--- config.mk ---
export PLATFORM = sky130hd
export DESIGN_NAME = mux_n_pipe_flat
export DESIGN_NICKNAME = d
export VERILOG_FILES = /design/src/rtl/mux_n_pipe_if.sv /design/src/rtl/mux_n_pipe.sv /design/src/flat_wrapper.sv
export SDC_FILE = /design/constraint.sdc
export NUM_CORES = 1
export LEC_CHECK = 0
export CAP_MARGIN = 20
export CORE_MARGIN = 4
export CORE_UTILIZATION = 45
export DETAILED_ROUTE_END_ITERATION = 6
export PLACE_DENSITY = 0.82
export SYNTH_ARGS = -nofsm -noshare
export SYNTH_HDL_FRONTEND = slang
export SYNTH_SLANG_ARGS = --single-unit
--- constraint.sdc ---
create_clock -name clk -period 1.8 [get_ports clk]
set_clock_uncertainty 0.05 [all_clocks]
set_input_delay 0.36 -clock clk [delete_from_list [all_inputs] [get_ports clk]]
set_output_delay 0.36 -clock clk [all_outputs]
set_load 0.02 [all_outputs]
--- src/rtl/mux_n_pipe_if.sv ---
// Handshake/bus bundle for mux_n_pipe: N flattened input words plus select,
// upstream valid/ready, flush, and the registered output with its valid/ready.
interface mux_n_pipe_if #(
    parameter int WIDTH  = 32,
    parameter int NUM_IN = 4
);
    localparam int SEL_W = $clog2(NUM_IN);

    logic [NUM_IN*WIDTH-1:0] DATA_IN;
    logic [SEL_W-1:0]        MUX_OP;
    logic                    IN_VALID;
    logic                    IN_READY;
    logic                    FLUSH;
    logic [WIDTH-1:0]        MUX_OUT;
    logic                    OUT_VALID;
    logic                    OUT_READY;
    logic                    SEL_ERR;

    modport master (
        output DATA_IN, MUX_OP, IN_VALID, FLUSH, OUT_READY,
        input  IN_READY, MUX_OUT, OUT_VALID, SEL_ERR
    );

    modport slave (
        input  DATA_IN, MUX_OP, IN_VALID, FLUSH, OUT_READY,
        output IN_READY, MUX_OUT, OUT_VALID, SEL_ERR
    );
endinterface

--- src/rtl/mux_n_pipe.sv ---
// mux_n_pipe: N-input WIDTH-bit selector feeding a 2-entry skid buffer.
// MUX_OUT is always the main register, so there is no combinational path
// from DATA_IN/MUX_OP to the output, and IN_READY depends only on state and rst.
// Optional macro MUX_N_PIPE_SEL_CHECK_EN enables the sticky SEL_ERR flag for
// out-of-range selects; without it SEL_ERR is tied low.
module mux_n_pipe #(
    parameter int               WIDTH     = 32,
    parameter int               NUM_IN    = 4,
    parameter logic [WIDTH-1:0] RESET_VAL = '0
) (
    input  logic        clk,
    input  logic        rst,
    mux_n_pipe_if.slave bus
);
    localparam int SEL_W = $clog2(NUM_IN);

    typedef enum logic [1:0] {EMPTY, ONE, FULL} state_t;

    state_t           state_q;
    logic [WIDTH-1:0] main_q;
    logic [WIDTH-1:0] skid_q;
    logic             out_valid_q;
    logic [WIDTH-1:0] cap_d;
    logic             accept;

    // Select the addressed word; an unmatched (out-of-range) select yields zero.
    always_comb begin
        cap_d = '0;
        for (int k = 0; k < NUM_IN; k++) begin
            if (bus.MUX_OP == SEL_W'(k)) cap_d = bus.DATA_IN[k*WIDTH +: WIDTH];
        end
    end

    assign bus.IN_READY  = (state_q != FULL) && !rst;
    assign accept        = bus.IN_VALID && bus.IN_READY;
    assign bus.MUX_OUT   = main_q;
    assign bus.OUT_VALID = out_valid_q;

    // Skid-buffer FSM: main feeds the output, skid absorbs one beat of back-pressure.
    always_ff @(posedge clk) begin
        if (rst) begin
            state_q     <= EMPTY;
            main_q      <= RESET_VAL;
            skid_q      <= '0;
            out_valid_q <= 1'b0;
        end else if (bus.FLUSH) begin
            state_q     <= EMPTY;
            main_q      <= RESET_VAL;
            out_valid_q <= 1'b0;
        end else begin
            case (state_q)
                EMPTY: begin
                    if (accept) begin
                        main_q      <= cap_d;
                        out_valid_q <= 1'b1;
                        state_q     <= ONE;
                    end
                end
                ONE: begin
                    if (accept && bus.OUT_READY) begin
                        main_q <= cap_d;
                    end else if (accept) begin
                        skid_q  <= cap_d;
                        state_q <= FULL;
                    end else if (bus.OUT_READY) begin
                        out_valid_q <= 1'b0;
                        state_q     <= EMPTY;
                    end
                end
                FULL: begin
                    if (bus.OUT_READY) begin
                        main_q  <= skid_q;
                        state_q <= ONE;
                    end
                end
                default: begin
                    state_q     <= EMPTY;
                    out_valid_q <= 1'b0;
                end
            endcase
        end
    end

`ifdef MUX_N_PIPE_SEL_CHECK_EN
    logic sel_err_q;
    logic oor;

    assign oor = int'(bus.MUX_OP) >= NUM_IN;

    // Sticky out-of-range flag; only rst clears it, flush leaves it alone.
    always_ff @(posedge clk) begin
        if (rst) begin
            sel_err_q <= 1'b0;
        end else if (accept && oor) begin
            sel_err_q <= 1'b1;
        end
    end

`ifndef SYNTHESIS
    // Simulation-only warning naming the offending select.
    always_ff @(posedge clk) begin
        if (!rst && accept && oor) begin
            $display("mux_n_pipe: warning, out-of-range MUX_OP=%0d", bus.MUX_OP);
        end
    end
`endif

    assign bus.SEL_ERR = sel_err_q;
`else
    assign bus.SEL_ERR = 1'b0;
`endif
endmodule
--- src/flat_wrapper.sv ---
// flat-port wrapper written by rule: the top's interface ports become plain ports
module mux_n_pipe_flat 
#(
    parameter int               WIDTH     = 32,
    parameter int               NUM_IN    = 4,
    parameter logic [WIDTH-1:0] RESET_VAL = '0
)
  (clk, rst, bus_DATA_IN, bus_MUX_OP, bus_IN_VALID, bus_FLUSH, bus_OUT_READY, bus_IN_READY, bus_MUX_OUT, bus_OUT_VALID, bus_SEL_ERR);
  mux_n_pipe_if #(.WIDTH(WIDTH), .NUM_IN(NUM_IN)) bus_i ();
  input  logic clk;
  input  logic rst;
  input wire logic [$bits(bus_i.DATA_IN)-1:0] bus_DATA_IN;
  input wire logic [$bits(bus_i.MUX_OP)-1:0] bus_MUX_OP;
  input wire logic [$bits(bus_i.IN_VALID)-1:0] bus_IN_VALID;
  input wire logic [$bits(bus_i.FLUSH)-1:0] bus_FLUSH;
  input wire logic [$bits(bus_i.OUT_READY)-1:0] bus_OUT_READY;
  output wire logic [$bits(bus_i.IN_READY)-1:0] bus_IN_READY;
  output wire logic [$bits(bus_i.MUX_OUT)-1:0] bus_MUX_OUT;
  output wire logic [$bits(bus_i.OUT_VALID)-1:0] bus_OUT_VALID;
  output wire logic [$bits(bus_i.SEL_ERR)-1:0] bus_SEL_ERR;
  assign bus_i.DATA_IN = bus_DATA_IN;
  assign bus_i.MUX_OP = bus_MUX_OP;
  assign bus_i.IN_VALID = bus_IN_VALID;
  assign bus_i.FLUSH = bus_FLUSH;
  assign bus_i.OUT_READY = bus_OUT_READY;
  assign bus_IN_READY = bus_i.IN_READY;
  assign bus_MUX_OUT = bus_i.MUX_OUT;
  assign bus_OUT_VALID = bus_i.OUT_VALID;
  assign bus_SEL_ERR = bus_i.SEL_ERR;
  mux_n_pipe #(.WIDTH(WIDTH), .NUM_IN(NUM_IN), .RESET_VAL(RESET_VAL)) u_core (.clk(clk), .rst(rst), .bus(bus_i));
endmodule
Word level (Yosys, flattened, before mapping)
Index checks and enable logic that the tools add are counted.
Word-level totals
  input bits: 135
  logic and storage cells: 51
  output and inout bits: 35
  bits in registers: 67
Operators by class
  equal/unequal tests: 13
  reduce and logical (&&, ||, !) cells: 12
  muxes and demuxes: 19
  bitwise logic cells: 3
Operator list (count)
  $mux W32: 7
  $pmux W32 S3: 1
  $reduce_and A4 Y1: 3
  $mux W2: 5
  $ne A2 B2 Y1 const B: 5
  $eq A2 B2 Y1 const B: 3
  $pmux W2 S3: 1
  $reduce_and A5 Y1: 1
  $eq A2 B1 Y1 const B: 2
  $logic_not A2 Y1: 2
  $mux W1: 4
  $ne A2 B1 Y1 const B: 2
  $logic_and A1 B1 Y1: 3
  $ne A3 B2 Y1 const B: 1
  $not A1 Y1: 3
  $pmux W1 S3: 1
  $reduce_bool A3 Y1: 1
  $reduce_or A2 Y1: 1
  $logic_not A1 Y1: 1

Depth between registers and ports, before layout
  word-level depth: 7
  mapped depth: 5
  depth with buffers taken out: 3

Worst setup path after synthesis
Ideal clock, no wire load.
  path kind: register to output
  from: register u_core.state_q[0]
  to: output bus_IN_READY
  arrival: 1.171 ns
  setup slack: 0.219 ns
  stages on the path, launching flop included: 5
  data required time: 1.390 ns
  buffers on the path: 2
  path through: dfxtp_1 nand2b_1 buf_2 buf_2 nor2b_1
On the way
  word-level cells in the longest chain between the ends: 2
RTL lines
  start: declaration: line mux_n_pipe.sv:19  | state_t state_q;
  start signal: assignment: line mux_n_pipe.sv:42  | state_q <= EMPTY;
  start signal: assignment: line mux_n_pipe.sv:47  | state_q <= EMPTY;
  start signal: assignment: line mux_n_pipe.sv:56  | state_q <= ONE;
  $ne A2 B2 Y1: line mux_n_pipe.sv:34  | assign bus.IN_READY = (state_q != FULL) && !rst;
  $logic_and A1 B1 Y1: line mux_n_pipe.sv:34
  end: declaration: line flat_wrapper.sv:17  | output wire logic [$bits(bus_i.IN_READY)-1:0] bus_IN_READY;
Every way passes these cells.

Final worst setup path
  from: register u_core.state_q[0]
  to: register u_core.skid_q[11]
On the way
  word-level cells in the longest chain between the ends: 6
  elaborated cells between the ends (all ways): 7
  those cells by class: 2 x eq/ne; 1 x bitwise; 4 x reduce/logical
RTL lines
  $ne A2 B2 Y1: line mux_n_pipe.sv:34
  $logic_and A1 B1 Y1: line mux_n_pipe.sv:34
  $logic_and A1 B1 Y1: line mux_n_pipe.sv:35  | assign accept = bus.IN_VALID && bus.IN_READY;
  $logic_and A1 B1 Y1: line mux_n_pipe.sv:60  | if (accept && bus.OUT_READY) begin
  $not A1 Y1 (no source line)
  $reduce_and A4 Y1 (no source line) *
  end signal: assignment: line mux_n_pipe.sv:63  | skid_q <= cap_d;
  end: declaration: line mux_n_pipe.sv:21  | logic [WIDTH-1:0] skid_q;
Mark *: on every way between the ends. The rest lies on a longest branch, timed or not.
A chain may end at the register's enable or synchronous reset.

==> impl_metrics.env <==
export IMPL_cts_post_setup_buffers_inserted=0
export IMPL_core_area_um2=9371
export IMPL_p_total_mw=3.957
export IMPL_crit_slowest_cell="a21oi_2"
export IMPL_min_path_type="flip-flop to flip-flop"
export IMPL_cts_tree="yes"
export IMPL_drt_wl_total_um=15000
export IMPL_cap_violations=0
export IMPL_start_kind="flip-flop"
export IMPL_ys_types=30
export IMPL_drtIter0Drc=313
export IMPL_ir_worst_vdd_v=0.0004444
export IMPL_hold_violations=0
export IMPL_setup_violations_final=0
export IMPL_die_y_um=106.9
export IMPL_final_max_slew_viol_count=0
export IMPL_fp_dieArea_um2=11430
export IMPL_areaGrowthSynthToFinish_pct=47.31
export IMPL_vias=4525
export IMPL_drive_above_1_share_pct=20.17
export IMPL_die_w_um=106.9
export IMPL_start_util_pct=46.98
export IMPL_syn_area_per_cell_um2=9.961
export IMPL_ys_seq_area_share_pct=30.46
export IMPL_path_clk_slew_ns=0.07
export IMPL_syn_area_um2=4403
export IMPL_p_per_area_nw_per_um2=610.1
export IMPL_firstDrtPassIters=5
export IMPL_tightest_slew_ns=0.9646
export IMPL_final_common_cell="clkdlybuf4s50_1"
export IMPL_htreeDepth=3
export IMPL_finalCritPeriodShare_pct=98.76
export IMPL_fmaxAchievable_mhz=562.5
export IMPL_max_slew_margin_pct=35.69
export IMPL_clkLatencyLatePin_ns=0.35
export IMPL_portBuffers=168
export IMPL_numCtsBuffers=9
export IMPL_worst_hold_slack_ns=0.4095
export IMPL_worstSetupEndpointType="flip-flop"
export IMPL_finalSetupTns_ns=0
export IMPL_status="finished, final reports clean"
export IMPL_dp_hpwl_um=9973
export IMPL_gp_congestion=0.7922
export IMPL_grt_total_usage_pct=24.63
export IMPL_layout_nets=725
export IMPL_rsz0062_at_grt="true"
export IMPL_worst_slack_ns=0.02230
export IMPL_n_antenna_cell=0
export IMPL_crit_type="flip-flop to flip-flop"
export IMPL_drc=0
export IMPL_clock_sinks=67
export IMPL_grt_pass1_vias=4647
export IMPL_grt_ovfl_total=0
export IMPL_reg2reg_slack_ns=0.02
export IMPL_arrival_ns=2.01
export IMPL_dpl_worst_slack_ns=-0.2816
export IMPL_ys_ff_latch=67
export IMPL_ios=170
export IMPL_timing_critical_path_fanout_max=20
export IMPL_mostFrequentLayoutCells="clkdlybuf4s50_1, dfxtp_1, mux2_2"
export IMPL_antenna_left=0
export IMPL_clock_root_buffer="clkbuf_8"
export IMPL_grt_pass1_wl_um=22920
export IMPL_viasPerCell=6.250
export IMPL_critPathRequiredTime_ns=2.03
export IMPL_clk_path_buf_depth=2
export IMPL_yosysTopAreaCell="dfxtp_1"
export IMPL_wire_per_inst_um=20.72
export IMPL_crit_buf_inv=1
export IMPL_synth_top_area_share_pct=30.46
export IMPL_synth_warning_count=0
export IMPL_synth_nets=577
export IMPL_antenna_found_initial=0
export IMPL_cp_top_family="compound AO/OA/AOI/OAI gates"
export IMPL_power_leakage_nw=2.420
export IMPL_finalCriticalPeriod_ns=1.778
export IMPL_grt_max_degree=66
export IMPL_crit_chain="buf_12 > nor4b_4 > a21oi_2 > o2bb2ai_1"
export IMPL_syn_inst=442
export IMPL_row_count=35
export IMPL_critPathMaxStageDelay_ns=0.78
export IMPL_ys_top_cells_by_area="dfxtp_1, mux2_2, a311oi_1"
-- worst register-to-register path, cell delays in order (launching register included) --
cell       delay [ns]
dfxtp_4          0.38
buf_12           0.16
nor4b_4          0.16
a21oi_2          0.78
o2bb2ai_1        0.19
-- stage by stage --
step | cell area (µm²) | utilization, % | instances
2_1_floorplan | 4403 | - | 442
3_3_place_gp | 6205 | 66.21 | 706
3_5_place_dp | 6205 | 66.21 | 706
4_1_cts | 6421 | 68.52 | 722
5_1_grt | 6486 | 69.21 | 724
6_report | 6486 | 69.21 | 724
-- cells by family (layout without fill, tap and decap cells) --
logic type,count (synthesis),after routing,synth area share (%)
other,1,1,0.08517
muxes,97,97,23.87
DFF,67,67,30.46
buffers and inverters,64,216,8.326
and+or+nand+nor,77,77,11.99
AOI/OAI and AO/OA,136,137,25.26
-- final timing paths --
check | endpoint | depth (start not counted) | start
setup / recovery | u_core.skid_q[11]$_SDFFE_PP0P_ | 4 | u_core.state_q[0]$_SDFFE_PP0P_
hold / removal | u_core.skid_q[10]$_SDFFE_PP0P_ | 1 | u_core.skid_q[10]$_SDFFE_PP0P_
hold reg to reg | u_core.skid_q[10]$_SDFFE_PP0P_ | 1 | u_core.skid_q[10]$_SDFFE_PP0P_
setup reg to reg | u_core.skid_q[11]$_SDFFE_PP0P_ | 4 | u_core.state_q[0]$_SDFFE_PP0P_
-- metal layers --
| layer | track usage, % | wire length [µm] |
|---|---|---|
| met1 | 29.55 | 5794 |
| met2 | 42.63 | 7653 |
| met3 | 5.298 | 1148 |
| met4 | 10.05 | 403 |
| met5 | 0 | 0 |
-- area by class of cell --
cell class / count / area, µm²
Clock buffer: 10 / 127.6
Clock inverter: 6 / 90.09
Sequential cell: 67 / 1345
Multi-Input combinational cell: 312 / 2734
Tap cell: 129 / 161.4
Fill cell: 711 / 2885
Timing Repair Buffer: 197 / 2017
Inverter: 3 / 11.26
-- cell usage after synthesis --
cell / count
mux2_2: 64
dfxtp_1: 67
and3b_1: 33
conb_1: 1
mux2i_1: 33
nand2b_1: 2
buf_2: 29
nand3_1: 33
inv_1: 2
nor2_1: 1
o211ai_1: 1
buf_4: 6
nor4b_2: 1
o21ba_1: 1
a21oi_1: 3
o21bai_1: 1
clkbuf_1: 17
a31o_4: 1
inv_2: 1
a311oi_2: 1
nor2b_1: 2
a31oi_1: 32
nor3b_1: 1
buf_6: 9
or2_2: 1
nand2_1: 2
a211oi_1: 1
o2bb2ai_1: 32
or3b_1: 1
a311oi_1: 63
-- registers in the layout (all words and copies together), names as in the netlist --
signal / flops
u_core.bus.MUX_OUT: 32
u_core.bus.OUT_VALID: 1
u_core.state_q: 2
u_core.skid_q: 32
-- where the power goes --
part / switching [mW] / internal, mW
Sequential: 0.0233 / 1.52
Combinational: 0.425 / 0.597
Clock: 0.613 / 0.783
Total: 1.06 / 2.90
-- repair_timing --
action                                  in CTS  in global routing
resized for setup                            1                 11
endpoints found under the setup margin       1                 53
cloned                                       0                  2
pin swaps                                    0                  1
hold buffers                                 0                  0
Note: power is estimated with default switching activity, not from simulation.
==> edit 1 (same settings) <==
Re-encode `state_t` (3 states) as one-hot, 3 bits wide.
--- a/src/rtl/mux_n_pipe.sv
+++ b/src/rtl/mux_n_pipe.sv
@@ -16,3 +16,3 @@
 
-    typedef enum logic [1:0] {EMPTY, ONE, FULL} state_t;
+    typedef enum logic [2:0] {EMPTY = 3'b001, ONE = 3'b010, FULL = 3'b100} state_t;
 
Behaviour: no difference found for any inputs over 4 cycles, from zero or initial values and one cycle with rst high; so few cycles prove little.
==> edit 1 against the unedited design <==
  * Sequential share of layout area rose by 2.7 points
  * Clock power fell by 14%
  * Routed wire length fell by 17%
  * Worst setup slack got worse by 16 ps
  * Synthesized area fell by 18%
  * Cell area fell by 10%
  * Power fell by 11%
  * Sequential cell count rose by 1
  * Count of clock-buffer cells in the layout rose by 1
==> edit 1: results (changes against the unedited design) <==
The flow ran to the end, and the final reports show no timing, DRC or antenna violations. The run gives 45.86% (+3.2 points) as the met2 demand-to-capacity share in global routing. The run gives 5823 um2 (-10%) as the post-route cell area. The maximum operating frequency is 0.5574 GHz (-0.91%), and the total instance count after detailed placement is 661 (-6.4%). The number of buffers outside the clock class in the layout is 203 (+3.0%). The proportion of final cell area spent on non-clock buffers is 35.37% (+4.3 points), and the count of clock tree sinks is 68 (+1.5%). The iteration-0 DRC count of the detailed router is 346 (+11%), and the met3 layer wire length in the routed design is 1194 um (+4.0%).

The tools report the total wirelength of the detailed-routed design as 12470 um (-17%). The tools report the half-perimeter wire length of the detailed placement result as 9052 um (-9.2%). The fraction of area in registers is 23.42% (+2.7 points).

The average wire per cell in the routed design was 18.34 um (-11%); the met2 routed wirelength was 6429 um (-16%). The leakage power total is 2.195 nW (-9.3%), and the multi-input gate share of the layout cell area is 35.80% (-6.4 points). The tools report the met1 wire length as 4608 um (-20%). In this run the critical register-to-register path is launched from u_core.state_q[2]$_SDFFE_PP0P_. The area after detailed placement was 5520 um2 (-11%).

Grouping stages by cell kind, the critical path spends the most delay in simple AND/OR/NAND/NOR gates. The cell with the largest stage delay on the worst path was or4_4. The number of cells on the worst reg-to-reg path is 5 (+1), and the worst hold path depth is 2 (+1). The average footprint of a synthesized cell is 8.961 um2 (-10%), and the fraction of area in clock buffers and inverters is 3.159% (-0.20 points). Worst-case hold slack: 410.1 ps (+0.5990 ps). The met1 track demand over resource came out at 28.81% (-0.74 points). The weighted congestion reported at the end of routability-driven placement was 0.9068 (+14%). The commonest cells after synthesis are nand2_1 (129), dfxtp_1 (68), a21oi_1 (33), a31oi_1 (33).

Peak per-stage delay on the critical path: 540 ps (-240 ps). The count of non-CTS inverters in the layout is 1 (-2), and the pin count of the biggest net entering global routing is 34 (-48%). The tools report the startpoint of the worst hold path as u_core.skid_q[5]$_SDFFE_PP0P_. The critical path ends at u_core.skid_q[19]$_SDFFE_PP0P_.

The number of clock buffer instances in the layout was 11 (+1); the count of unique library cells instantiated by Yosys was 34 (+13%). The post-layout net count came out at 708 (-2.3%). The worst-path maximum fanout came out at 8 (-60%). The global-route wire length before repair came out at 19560 um (-15%).

For the total global-route track usage, the log shows 25.54% (+0.91 points). By area the synthesized netlist is led by dfxtp_1 (38%), mux4_2 (20%), nand2_1 (13%). The tools report the end point of the worst hold path as u_core.skid_q[5]$_SDFFE_PP0P_.
[edit 1: cell types whose count changed after synthesis, moves of 15 or more]
cell,before,now
o2bb2ai_1,32,0
and3b_1,33,0
nand3_1,33,1
mux2_2,64,0
a311oi_1,63,0
mux2i_1,33,1
a21oi_1,3,33
mux4_2,0,32
nand2_1,2,129
buf_2,29,14
o31ai_1,0,32
[edit 1: cells by family after synthesis]
kind of cell	after synthesis	synth area share [%]
simple gates	151	17.31
other cells	1	0.1044
compound gates	104	18.21
xor+xnor	1	0.2438
mux	33	20.33
flops	68	37.88
buf+inv	43	5.919
[edit 1: power breakdown]
group	switching, mW	leakage (nW)	internal (mW)
combinational	0.289	1.55	0.493
clock	0.568	0.0931	0.634
sequential	0.0176	0.551	1.53
total	0.875	2.19	2.66
[edit 1: what timing repair did]
| item | in CTS | in global routing |
|---|---|---|
| endpoints found under the setup margin | 61 | 20 |
| resized for setup | 8 | 16 |
| cloned | 2 | 1 |
| pin swaps | 2 | 0 |
==> edit 2 (same flow settings) <==
Made on the original files. `NUM_IN` is set to 4 in 3 places; all go to 2.
--- a/src/rtl/mux_n_pipe_if.sv
+++ b/src/rtl/mux_n_pipe_if.sv
@@ -4,3 +4,3 @@
     parameter int WIDTH  = 32,
-    parameter int NUM_IN = 4
+    parameter int NUM_IN = 2
 );
--- a/src/rtl/mux_n_pipe.sv
+++ b/src/rtl/mux_n_pipe.sv
@@ -7,3 +7,3 @@
     parameter int               WIDTH     = 32,
-    parameter int               NUM_IN    = 4,
+    parameter int               NUM_IN    = 2,
     parameter logic [WIDTH-1:0] RESET_VAL = '0
--- a/src/flat_wrapper.sv
+++ b/src/flat_wrapper.sv
@@ -4,3 +4,3 @@
     parameter int               WIDTH     = 32,
-    parameter int               NUM_IN    = 4,
+    parameter int               NUM_IN    = 2,
     parameter logic [WIDTH-1:0] RESET_VAL = '0
Ports: changed (resized bus_DATA_IN and bus_MUX_OP); port bits go from 170 to 105. No check against the original RTL was run, so the function may have changed too.
==> edit 2 against the unedited design <==
  * Via count fell by 37%
  * Combinational power down 52%
  * Global-route usage is 5.2 points lower
  * Synthesized area fell by 29%
  * Cell area fell by 28%
  * Critical path depth fell by 3
  * Worst setup slack better by 45 ps
  * Clock power rose by 7%
  * Sequential cell count unchanged
  * Maximum frequency increased by 2.6%
  * Worst hold slack lost 7.3 ps
  * Routed wire length down 45%
  * Power fell by 11%
  * Largest power group unchanged
==> edit 2: results (changes against the unedited design) <==
The tools report the number of antenna cells inserted as 0 (unchanged). The post-layout net count was 518 (-29%); the post-synthesis net count was 416 (-28%). The tools report the filler cell count as 546 (-23%). The tools report the total power of the final layout as 3.509 mW (-11%).

The flow ran to the end, and the final reports show no timing, DRC or antenna violations. The number of global-route vias before repair was 2850 (-39%). The startpoint identified for the worst register-to-register timing path is u_core.state_q[0]$_SDFFE_PP0P_. Ranked by total cell area, the synthesized netlist is headed by dfxtp_1 (43%), mux2i_1 (11%), a211o_1 (8.9%). The met1 track demand over resource is 23.20% (-6.4 points), and the area after detailed placement is 4334 um2 (-30%).

The proportion of register bits with asynchronous set or reset after synthesis was 0% (unchanged); the largest buffer count on any clock path was 2 (unchanged). The weighted congestion reported at the end of routability-driven placement was 0.7642 (-3.5%); the count of warnings emitted by yosys was 0 (unchanged). The logs give 3 (unchanged) for the level count of the clock H-tree and 42.66% (+12 points) for the part of the Yosys area used for sequential elements. The run gives 9 (unchanged) as the number of buffers inserted during clock tree synthesis.

The power of the clock network was 1.50 mW (+7%); the worst-path maximum fanout was 2 (-90%). The critical path starts at u_core.bus.MUX_OUT[10]$_SDFFE_PP0P_. Broken down by cell family, the worst path's largest delay share belongs to buffers and inverters. Pin count of the biggest net entering global routing: 53 (-20%). Among all stages on the critical path, the largest delay is contributed by clkdlybuf4s50_1. Clock tree synthesis selected as its root buffer the cell clkbuf_8. The total global-route track usage came out at 19.39% (-5.2 points). The total wirelength of the detailed-routed design is 8219 um (-45%). The routed via count is 2870 (-37%). The average footprint of a synthesized cell is 9.087 um2 (-8.8%). The tools report the met3 layer wire length in the routed design as 542 um (-53%). The path type of the worst min-delay path was register to register.

The run gives 25 (-17%) as the count of unique library cells instantiated by Yosys. The tools report the power drawn by the combinational cells as 0.491 mW (-52%). The logs give 5536 um (-44%) for the half-perimeter wire length of the detailed placement result and 530 (-25%) for the total instance count after detailed placement. The ratio of cells with drive above 1 in the final layout is 17.04% (-3.1 points).

The source-to-sink clock delay at the later pin of the worst-skew pair was 340 ps; the leakage power total was 1.768 nW (-27%). The count of input and output buffers was 103 (-39%); the worst path arrival time was 1320 ps (-690 ps). The run gives 2.699 mW (-6.8%) as the internal power. The tools report the startpoint of the worst hold path as u_core.bus.MUX_OUT[24]$_SDFFE_PP0P_.

First-pass iteration count of the detailed router: 6 (+1). The logs give 33.05% (-9.6 points) for the met2 demand-to-capacity share in global routing and 3474 um (-40%) for the met1 wire length. For the routing usage on met3, the log shows 5.302% (about the same). The highest layer touched by signal routing is met4. The worst voltage drop across the vdd grid came out at 458.0 uV (+3.1%).

The peak per-stage delay on the critical path is 650 ps (-130 ps). Sorting the synthesized cells by how often they occur yields dfxtp_1 (67), nor2_1 (66), mux2i_1 (33), nand2_1 (33). The iteration-0 DRC count of the detailed router is 138 (-56%), and the global-route wire length before repair is 13320 um (-42%). After clock tree synthesis, the clock-pin slew on the worst setup and hold paths is 80 ps. The tools report the met2 routed wirelength as 4106 um (-46%).

The final instance count without filler cells was 548 (-24%). The initial antenna violation count was 0 (unchanged).
## edit 2: through the flow
| step | utilization (%) | TNS [ps] | setup WS [ps] |
|---|---|---|---|
| after global placement | 63.79 | -15320 | -249.9 |
| after CTS | 67.77 | 0 | 8.563 |
| after global routing | 68.66 | 0 | 22.13 |
| after detailed placement | 63.79 | -17640 | -337.5 |
| after floorplan | - | 0 | 185.2 |
| final | 68.66 | 0 | 67.76 |
## edit 2: kinds of logic (layout without fill, tap and decap cells)
| group | Yosys count | count (layout) | synth area share [%] |
|---|---|---|---|
| mux | 33 | 33 | 10.51 |
| buf+inv | 34 | 140 | 6.088 |
| compound gates | 102 | 102 | 26.26 |
| other cells | 1 | 1 | 0.1193 |
| simple gates | 109 | 109 | 14.37 |
| flops | 67 | 67 | 42.66 |
## edit 2: path summary, 6_finish.rpt
check                                             end  slack [ps]  cells past startpoint
setup reg to reg       u_core.skid_q[29]$_SDFFE_PP0P_         170                      6
hold reg to reg   u_core.bus.MUX_OUT[24]$_SDFFE_PP0P_         400                      2
hold / removal    u_core.bus.MUX_OUT[24]$_SDFFE_PP0P_         400                      2
setup / recovery                      bus_MUX_OUT[10]          70                      1
## edit 2: final cells by class
cell class,instances,share of cell area [%]
well taps,96,2.575
repair buffers,125,28.35
clock inverters,6,2.468
clock buffers,9,2.656
flip-flops and latches,67,28.76
multi-input cells,245,35.19
## edit 2: worst register-to-register path, stage by stage, from the launching register on
cell      delay [ps]
dfxtp_1          420
nor2b_1          200
buf_4            130
and3b_2          280
buf_12           170
nor2_1            50
a211oi_1         230
## edit 2: timing repair
| action | CTS | global route |
|---|---|---|
| setup endpoints to repair | 2 | 30 |
| gates cloned | 1 | 1 |
| buffers inserted | 0 | 1 |
| pin swaps | 1 | 1 |
| hold buffers | 0 | 0 |
| gates resized for setup | 1 | 6 |
